`config.mk`:
```
export PLATFORM = sky130hd
export DESIGN_NAME = dmem_arbiter_flat
export DESIGN_NICKNAME = d
export VERILOG_FILES = /design/src/rtl/dmem_arbiter_if.sv /design/src/rtl/dmem_arbiter.sv /design/src/flat_wrapper.sv
export SDC_FILE = /design/constraint.sdc
export NUM_CORES = 1
export LEC_CHECK = 0
export ABC_AREA = 1
export BUFFER_PORTS_ARGS = -buffer_cell sky130_fd_sc_hd__buf_2
export CORE_AREA = 2 2 114 116
export CTS_CLUSTER_DIAMETER = 100
export CTS_CLUSTER_SIZE = 24
export DETAILED_ROUTE_END_ITERATION = 8
export DIE_AREA = 0 0 116 118
export PLACE_DENSITY = 0.78
export SYNTH_ARGS = -nofsm -noshare
export SYNTH_HDL_FRONTEND = slang
export SYNTH_SLANG_ARGS = --single-unit
```
`constraint.sdc`:
```
create_clock -name clk -period 5 [get_ports clk]
set_clock_uncertainty 0.15 [all_clocks]
set_input_delay 0.5 -clock clk [delete_from_list [all_inputs] [get_ports clk]]
set_output_delay 0.5 -clock clk [all_outputs]
set_load 0.03 [all_outputs]
```
`src/rtl/dmem_arbiter_if.sv`:
```
// Bus bundle between the two requesters, the arbiter and the data memory array.
interface dmem_arbiter_if #(
  parameter int unsigned ADDR_W = 15
);
  // Port 0: core load/store path
  logic              p0_req;
  logic              p0_we;
  logic [1:0]        p0_size;
  logic              p0_uns;
  logic [31:0]       p0_addr;
  logic [31:0]       p0_wdata;
  logic              p0_gnt;
  logic              p0_rvalid;
  logic [31:0]       p0_rdata;
  logic              p0_err;
  // Port 1: debug/loader path
  logic              p1_req;
  logic              p1_we;
  logic [1:0]        p1_size;
  logic              p1_uns;
  logic [31:0]       p1_addr;
  logic [31:0]       p1_wdata;
  logic              p1_gnt;
  logic              p1_rvalid;
  logic [31:0]       p1_rdata;
  logic              p1_err;
  // Memory array side
  logic              mem_en;
  logic              mem_we;
  logic [3:0]        mem_be;
  logic [ADDR_W-1:0] mem_addr;
  logic [31:0]       mem_wdata;
  logic [31:0]       mem_rdata;

  modport slave (
    input  p0_req, p0_we, p0_size, p0_uns, p0_addr, p0_wdata,
    input  p1_req, p1_we, p1_size, p1_uns, p1_addr, p1_wdata,
    input  mem_rdata,
    output p0_gnt, p0_rvalid, p0_rdata, p0_err,
    output p1_gnt, p1_rvalid, p1_rdata, p1_err,
    output mem_en, mem_we, mem_be, mem_addr, mem_wdata
  );

  modport master (
    output p0_req, p0_we, p0_size, p0_uns, p0_addr, p0_wdata,
    output p1_req, p1_we, p1_size, p1_uns, p1_addr, p1_wdata,
    output mem_rdata,
    input  p0_gnt, p0_rvalid, p0_rdata, p0_err,
    input  p1_gnt, p1_rvalid, p1_rdata, p1_err,
    input  mem_en, mem_we, mem_be, mem_addr, mem_wdata
  );
endinterface

```
`src/rtl/dmem_arbiter.sv`:
```
// Two-port data memory arbiter with store lane steering, load extraction/extension
// and misaligned-access detection. Memory read latency is one cycle.
module dmem_arbiter #(
  parameter int unsigned ADDR_W     = 15,
  parameter bit          FIXED_PRIO = 1'b0
) (
  input  logic           clk,
  input  logic           rst_n,
  dmem_arbiter_if.slave  bus
);

  logic        r_rr_ptr;       // 0: port 0 preferred, 1: port 1 preferred
  logic        r_ld_pend;      // load response due this cycle
  logic        r_tag_port;
  logic [1:0]  r_tag_size;
  logic        r_tag_uns;
  logic [1:0]  r_tag_off;
  logic        r_err_pend;     // misaligned response due this cycle
  logic        r_err_port;
  logic [31:0] r_p0_rdata;
  logic [31:0] r_p1_rdata;

  logic        w_p0_win;
  logic        w_p1_win;
  logic        w_any;
  logic        w_we;
  logic [1:0]  w_size;
  logic        w_uns;
  logic [31:0] w_addr;
  logic [31:0] w_wdata;
  logic        w_mis;
  logic [3:0]  w_st_be;
  logic [31:0] w_st_wdata;
  logic [15:0] w_lane;
  logic [31:0] w_ld_data;
  logic        w_p0_ld;
  logic        w_p1_ld;
  logic        w_p0_er;
  logic        w_p1_er;
  logic [31:0] w_p0_rdata;
  logic [31:0] w_p1_rdata;
  logic        w_unused_addr;

  // Grant selection; no grants while reset is asserted
  always_comb begin
    w_p0_win = 1'b0;
    w_p1_win = 1'b0;
    if (rst_n) begin
      if (FIXED_PRIO) begin
        w_p0_win = bus.p0_req;
      end else begin
        w_p0_win = bus.p0_req && (!r_rr_ptr || !bus.p1_req);
      end
      w_p1_win = bus.p1_req && !w_p0_win;
    end
  end

  assign w_any      = w_p0_win | w_p1_win;
  assign bus.p0_gnt = w_p0_win;
  assign bus.p1_gnt = w_p1_win;

  // Request fields of the winning port (port 0 when idle)
  always_comb begin
    w_we    = bus.p0_we;
    w_size  = bus.p0_size;
    w_uns   = bus.p0_uns;
    w_addr  = bus.p0_addr;
    w_wdata = bus.p0_wdata;
    if (w_p1_win) begin
      w_we    = bus.p1_we;
      w_size  = bus.p1_size;
      w_uns   = bus.p1_uns;
      w_addr  = bus.p1_addr;
      w_wdata = bus.p1_wdata;
    end
  end

  // Half needs addr[0]=0, word (size 10 or 11) needs addr[1:0]=0
  assign w_mis = ((w_size == 2'b01) && w_addr[0]) || (w_size[1] && (w_addr[1:0] != 2'b00));

  // Store byte enables and lane replication
  always_comb begin
    w_st_be    = 4'b1111;
    w_st_wdata = w_wdata;
    unique case (w_size)
      2'b00: begin
        w_st_be    = 4'b0001 << w_addr[1:0];
        w_st_wdata = {4{w_wdata[7:0]}};
      end
      2'b01: begin
        w_st_be    = 4'b0011 << w_addr[1:0];
        w_st_wdata = {2{w_wdata[15:0]}};
      end
      default: begin
        w_st_be    = 4'b1111;
        w_st_wdata = w_wdata;
      end
    endcase
  end

  assign bus.mem_en    = w_any & ~w_mis;
  assign bus.mem_we    = w_any & ~w_mis & w_we;
  assign bus.mem_be    = (w_any & ~w_mis) ? (w_we ? w_st_be : 4'b1111) : 4'b0000;
  assign bus.mem_addr  = w_addr[ADDR_W+1:2];
  assign bus.mem_wdata = w_st_wdata;
  assign w_unused_addr = ^{w_addr[31:ADDR_W+2], w_uns};

  // Load lane extraction and extension from the registered tag
  always_comb begin
    w_lane    = 16'(bus.mem_rdata >> {r_tag_off, 3'b000});
    w_ld_data = bus.mem_rdata;
    unique case (r_tag_size)
      2'b00:   w_ld_data = r_tag_uns ? {24'h0, w_lane[7:0]}
                                     : {{24{w_lane[7]}}, w_lane[7:0]};
      2'b01:   w_ld_data = r_tag_uns ? {16'h0, w_lane}
                                     : {{16{w_lane[15]}}, w_lane};
      default: w_ld_data = bus.mem_rdata;
    endcase
  end

  assign w_p0_ld = r_ld_pend  & ~r_tag_port;
  assign w_p1_ld = r_ld_pend  &  r_tag_port;
  assign w_p0_er = r_err_pend & ~r_err_port;
  assign w_p1_er = r_err_pend &  r_err_port;

  // Response data: fresh load, zero on error, else hold the last value
  always_comb begin
    w_p0_rdata = r_p0_rdata;
    w_p1_rdata = r_p1_rdata;
    if (w_p0_ld)      w_p0_rdata = w_ld_data;
    else if (w_p0_er) w_p0_rdata = 32'h0;
    if (w_p1_ld)      w_p1_rdata = w_ld_data;
    else if (w_p1_er) w_p1_rdata = 32'h0;
  end

  assign bus.p0_rvalid = w_p0_ld | w_p0_er;
  assign bus.p1_rvalid = w_p1_ld | w_p1_er;
  assign bus.p0_err    = w_p0_er;
  assign bus.p1_err    = w_p1_er;
  assign bus.p0_rdata  = w_p0_rdata;
  assign bus.p1_rdata  = w_p1_rdata;

  // Round-robin pointer, pending-response flags, load tag and held read data
  always_ff @(posedge clk or negedge rst_n) begin
    if (!rst_n) begin
      r_rr_ptr   <= 1'b0;
      r_ld_pend  <= 1'b0;
      r_tag_port <= 1'b0;
      r_tag_size <= 2'b00;
      r_tag_uns  <= 1'b0;
      r_tag_off  <= 2'b00;
      r_err_pend <= 1'b0;
      r_err_port <= 1'b0;
      r_p0_rdata <= 32'h0;
      r_p1_rdata <= 32'h0;
    end else begin
      if (w_any) begin
        r_rr_ptr   <= w_p0_win;  // point at the non-winner
        r_err_port <= w_p1_win;
      end
      r_ld_pend  <= w_any & ~w_mis & ~w_we;
      r_err_pend <= w_any & w_mis;
      if (w_any && !w_mis && !w_we) begin
        r_tag_port <= w_p1_win;
        r_tag_size <= w_size;
        r_tag_uns  <= w_uns;
        r_tag_off  <= w_addr[1:0];
      end
      r_p0_rdata <= w_p0_rdata;
      r_p1_rdata <= w_p1_rdata;
    end
  end

endmodule
```
`src/flat_wrapper.sv`:
```
// flat-port wrapper written by rule: the top's interface ports become plain ports
module dmem_arbiter_flat 
#(
  parameter int unsigned ADDR_W     = 15,
  parameter bit          FIXED_PRIO = 1'b0
)
  (clk, rst_n, bus_p0_req, bus_p0_we, bus_p0_size, bus_p0_uns, bus_p0_addr, bus_p0_wdata, bus_p1_req, bus_p1_we, bus_p1_size, bus_p1_uns, bus_p1_addr, bus_p1_wdata, bus_mem_rdata, bus_p0_gnt, bus_p0_rvalid, bus_p0_rdata, bus_p0_err, bus_p1_gnt, bus_p1_rvalid, bus_p1_rdata, bus_p1_err, bus_mem_en, bus_mem_we, bus_mem_be, bus_mem_addr, bus_mem_wdata);
  dmem_arbiter_if #(.ADDR_W(ADDR_W)) bus_i ();
  input  logic clk;
  input  logic rst_n;
  input wire logic [$bits(bus_i.p0_req)-1:0] bus_p0_req;
  input wire logic [$bits(bus_i.p0_we)-1:0] bus_p0_we;
  input wire logic [$bits(bus_i.p0_size)-1:0] bus_p0_size;
  input wire logic [$bits(bus_i.p0_uns)-1:0] bus_p0_uns;
  input wire logic [$bits(bus_i.p0_addr)-1:0] bus_p0_addr;
  input wire logic [$bits(bus_i.p0_wdata)-1:0] bus_p0_wdata;
  input wire logic [$bits(bus_i.p1_req)-1:0] bus_p1_req;
  input wire logic [$bits(bus_i.p1_we)-1:0] bus_p1_we;
  input wire logic [$bits(bus_i.p1_size)-1:0] bus_p1_size;
  input wire logic [$bits(bus_i.p1_uns)-1:0] bus_p1_uns;
  input wire logic [$bits(bus_i.p1_addr)-1:0] bus_p1_addr;
  input wire logic [$bits(bus_i.p1_wdata)-1:0] bus_p1_wdata;
  input wire logic [$bits(bus_i.mem_rdata)-1:0] bus_mem_rdata;
  output wire logic [$bits(bus_i.p0_gnt)-1:0] bus_p0_gnt;
  output wire logic [$bits(bus_i.p0_rvalid)-1:0] bus_p0_rvalid;
  output wire logic [$bits(bus_i.p0_rdata)-1:0] bus_p0_rdata;
  output wire logic [$bits(bus_i.p0_err)-1:0] bus_p0_err;
  output wire logic [$bits(bus_i.p1_gnt)-1:0] bus_p1_gnt;
  output wire logic [$bits(bus_i.p1_rvalid)-1:0] bus_p1_rvalid;
  output wire logic [$bits(bus_i.p1_rdata)-1:0] bus_p1_rdata;
  output wire logic [$bits(bus_i.p1_err)-1:0] bus_p1_err;
  output wire logic [$bits(bus_i.mem_en)-1:0] bus_mem_en;
  output wire logic [$bits(bus_i.mem_we)-1:0] bus_mem_we;
  output wire logic [$bits(bus_i.mem_be)-1:0] bus_mem_be;
  output wire logic [$bits(bus_i.mem_addr)-1:0] bus_mem_addr;
  output wire logic [$bits(bus_i.mem_wdata)-1:0] bus_mem_wdata;
  assign bus_i.p0_req = bus_p0_req;
  assign bus_i.p0_we = bus_p0_we;
  assign bus_i.p0_size = bus_p0_size;
  assign bus_i.p0_uns = bus_p0_uns;
  assign bus_i.p0_addr = bus_p0_addr;
  assign bus_i.p0_wdata = bus_p0_wdata;
  assign bus_i.p1_req = bus_p1_req;
  assign bus_i.p1_we = bus_p1_we;
  assign bus_i.p1_size = bus_p1_size;
  assign bus_i.p1_uns = bus_p1_uns;
  assign bus_i.p1_addr = bus_p1_addr;
  assign bus_i.p1_wdata = bus_p1_wdata;
  assign bus_i.mem_rdata = bus_mem_rdata;
  assign bus_p0_gnt = bus_i.p0_gnt;
  assign bus_p0_rvalid = bus_i.p0_rvalid;
  assign bus_p0_rdata = bus_i.p0_rdata;
  assign bus_p0_err = bus_i.p0_err;
  assign bus_p1_gnt = bus_i.p1_gnt;
  assign bus_p1_rvalid = bus_i.p1_rvalid;
  assign bus_p1_rdata = bus_i.p1_rdata;
  assign bus_p1_err = bus_i.p1_err;
  assign bus_mem_en = bus_i.mem_en;
  assign bus_mem_we = bus_i.mem_we;
  assign bus_mem_be = bus_i.mem_be;
  assign bus_mem_addr = bus_i.mem_addr;
  assign bus_mem_wdata = bus_i.mem_wdata;
  dmem_arbiter #(.ADDR_W(ADDR_W), .FIXED_PRIO(FIXED_PRIO)) u_core (.clk(clk), .rst_n(rst_n), .bus(bus_i));
endmodule
```
==> results by group <==
Worst setup path
  • Crit-path cells: dlygate4sd3_1 -> buf_4 -> nand2_1 -> inv_2 -> nand2_4 -> inv_2 -> nand2_1 -> nand2_1 -> nor2_1 -> a31oi_1 -> buf_2
  • Highest-delay cell along the critical path: inv_2
  • Most frequent cell on the critical path: nand2_1
  • CP Launch Type: input port
  • Kind of critical path: input port to output pin
  • Crit path max fanout: 59
  • CP Capture Type: output pin
  • Largest stage delay, worst path: 0.73 ns
  • WP data arrival: around 3.3 ns
  • Worst Path Required: 4.35 ns

Clocking
  • CTS root buf: clkbuf_16
  • Reg clk slew, reported paths: 0.06 ns
  • CTS H-tree depth: 3
  • CTS max path bufs: 2
  • Total CTS buffers: 9
  • CTS sink count: 74
  • CTS tree: built
  • Clock latency on the worst-skew pair: 0.33 ns

STA
  • Tmin final: 3.97 ns
  • Final hold violations: 0
  • Max-slew headroom: 0.273
  • Final Slew Violations: 0
  • Final setup vio count: 0
  • Worst-Margin Slew: 1.09 ns
  • TNS Setup: 0 ns
  • Fmax achieved: 0.252 GHz
  • Unrepaired setup endpoints after global routing: no
  • Fin crit share: 0.793

Drt
  • Routed len/inst: 15.1 um
  • Uppermost layer routed: met4
  • Initial DRC count: 524
  • Wl on met1: 6.58 mm
  • Met3 WL: 1.29 mm
  • Drt pass-1 iters: 5
  • Antenna viol nets, final: 0
  • Vias per Instance: approximately 4.9
  • Drt drc: 0
  • Wire length on met2: 8.58 mm
  • WL final: 17.1 mm
  • Via count: roughly 5.5k

Power and ir drop
  • Clock network power share: 0.244
  • P_leak: 3.87 nW
  • Switching power: between 0.001 and 0.0015 W
  • Internal power: between 0.0015 and 0.002 W
  • Pwr dens: between 400 and 500 mW/mm^2
  • VDD IR-drop max: about 0.00018 V
  • Comb pwr share: 0.468
  • Switching Fraction: 0.451
  • Part of the power in registers: 0.288

Floorplan
  • Ports: just under 300
  • Cell Rows: 41
  • Die Ht: about 120 um
  • Die width: 116 um
  • Initial Util: 0.390
  • Core Area: ~0.012 sq mm
  • Die Area: 0.0137 sq mm

Synthesis
  • Net Count, Synth: 893
  • Post-synthesis cell type count: 30
  • Asr flop ratio synth: 1.00
  • Synth Area per Inst: 6.72 sq um
  • Cells after synthesis: between 700 and 800
  • Top cells by area, synth: dfrtp_1 38%, nand2_1 28%, o21ai_0 5.4%
  • Yosys warns: 0
  • Yosys top cell area share: 0.382
  • Seq/Total Area, Yosys: 0.382
  • Synth Flop Type: dfrtp_1
  • Dominant cell type by area after synthesis: dfrtp_1
  • Post-synth EDFFs: 0
  • Seq cells post-synth: 74
  • Mapped cell area: 0.00485 sq mm

Placed design
  • I/O Buffers: 264
  • Cells after DPL: 1,107
  • HPWL after detailed placement: 13.0 mm
  • Final GP Congestion: between 0.8 and 0.9

Layout
  • Most frequent cells in the layout: 359 x nand2_1, 263 x buf_2, 74 x dfrtp_1
  • Nets: 1,119
  • Most common cell after layout, fill and taps aside: nand2_1
  • Layout cells sized above 1: 0.335
  • Layout area overhead: 33.3%
  • Fin cells: 1,127

Global route
  • Largest net degree at the start of global routing: 71
  • All-Layer GR Usage: 0.246
  • Congestion Overflow GR: 0
  • Vias in the first global route: 5,142
  • First-pass GRT wire length: 26.2 mm
  • Initial antenna violation count: 3

Status
  • Status: complete, no violations

Flow run
  • Max cap viols: 0

Hold path
  • Worst hold path type: input port to flop
==> area by class of cell <==
class	instances	area [sq um]
antenna	3	7.51
inverter	51	196
tap	172	215
clock buffer	10	239
sequential	74	1850
fill	1275	5950
multi-input combinational	544	2490
timing repair buffer	267	1350
clock inverter	6	113
==> synthesized netlist by cell type, types with 2 or more instances <==
cell type,number
nand2_4,3
nand3_4,2
inv_1,44
nand3_1,17
o211ai_1,32
o21ai_0,52
inv_2,5
or2_0,6
buf_1,3
a21oi_1,17
a22o_1,2
nor2_1,16
buf_2,15
nand2_1,359
or2_2,2
clkbuf_1,12
buf_6,3
a31oi_1,8
nor2_4,2
inv_4,2
dfrtp_1,74
o21ai_1,3
nand3b_1,2
buf_4,19
nand2_2,16
==> critical path: cells and delay by family <==
family	cells	cell delay (ns)
AOI/OAI and AO/OA	1	0.24
buffers and inverters	5	1.79
and+or+nand+nor	5	0.74
==> sequential cells by signal, indices dropped and copies added, names as in the netlist <==
register / cells
u_core.r_err_port: 1
u_core.r_ld_pend: 1
u_core.r_err_pend: 1
u_core.r_p1_rdata: 32
u_core.r_tag_size: 2
u_core.r_tag_port: 1
u_core.r_tag_uns: 1
u_core.r_p0_rdata: 32
u_core.r_tag_off: 2
u_core.r_rr_ptr: 1
==> metal layers <==
layer | GRT usage | vias up
met4 | 0.110 | 0
met5 | 0 | -
met2 | 0.422 | 227
met3 | 0.0587 | 35
li1 | - | 2728
met1 | 0.288 | 2518
==> final timing paths <==
check | slack (ns) | depth (start not counted) | endpoint | from
setup / recovery | 1.03 | 11 | bus_mem_wdata[17] | rst_n
hold / removal | 0.31 | 4 | u_core.r_rr_ptr | bus_p1_req
min in group asynchronous | 0.36 | 2 | u_core.r_p1_rdata[3] | rst_n
hold reg to reg | 0.32 | 2 | u_core.r_p1_rdata[30] | u_core.r_p1_rdata[30]
max in group asynchronous | 3.28 | 3 | u_core.r_p1_rdata[28] | rst_n
setup reg to reg | 2.38 | 9 | u_core.r_p1_rdata[16] | u_core.r_tag_off[0]
==> cells by family after synthesis <==
kind of cell / Yosys count / synth area share
AO/OA/AOI/OAI: 116 / 0.143
buffers and inverters: 103 / 0.104
flip-flops: 74 / 0.382
AND/OR/NAND/NOR: 428 / 0.371
==> stage by stage <==
step	total power, W	worst slack [ns]	utilization	hold slack [ns]	area [sq um]
6_report	0.00308	1.03	0.520	0.312	6460
2_1_floorplan	0.00194	2.38	-	0.0544	4850
3_5_place_dp	0.00234	1.59	0.491	0.169	6090
5_1_grt	0.00327	0.748	0.520	0.338	6460
3_3_place_gp	0.00232	1.60	0.491	0.167	6090
4_1_cts	0.00310	1.04	0.520	0.304	6450
==> power groups by stage <==
stage               registers, W  clock network [W]  logic (W)
global placement        0.000891                  0    0.00142
floorplan               0.000828                  0    0.00111
global route            0.000910           0.000790    0.00157
finish                  0.000888           0.000753    0.00144
CTS                     0.000887           0.000761    0.00145
detailed placement      0.000897                  0    0.00144
==> timing repair <==
item / 4_1_cts / 5_1_grt
endpoints found under the hold margin: 4 / 0
setup buffers: 0 / 0
gates resized for setup: 0 / 0
hold buffers: 1 / 0
endpoints found under the setup margin: 0 / 0
Note: power is estimated with default switching activity, not from simulation.
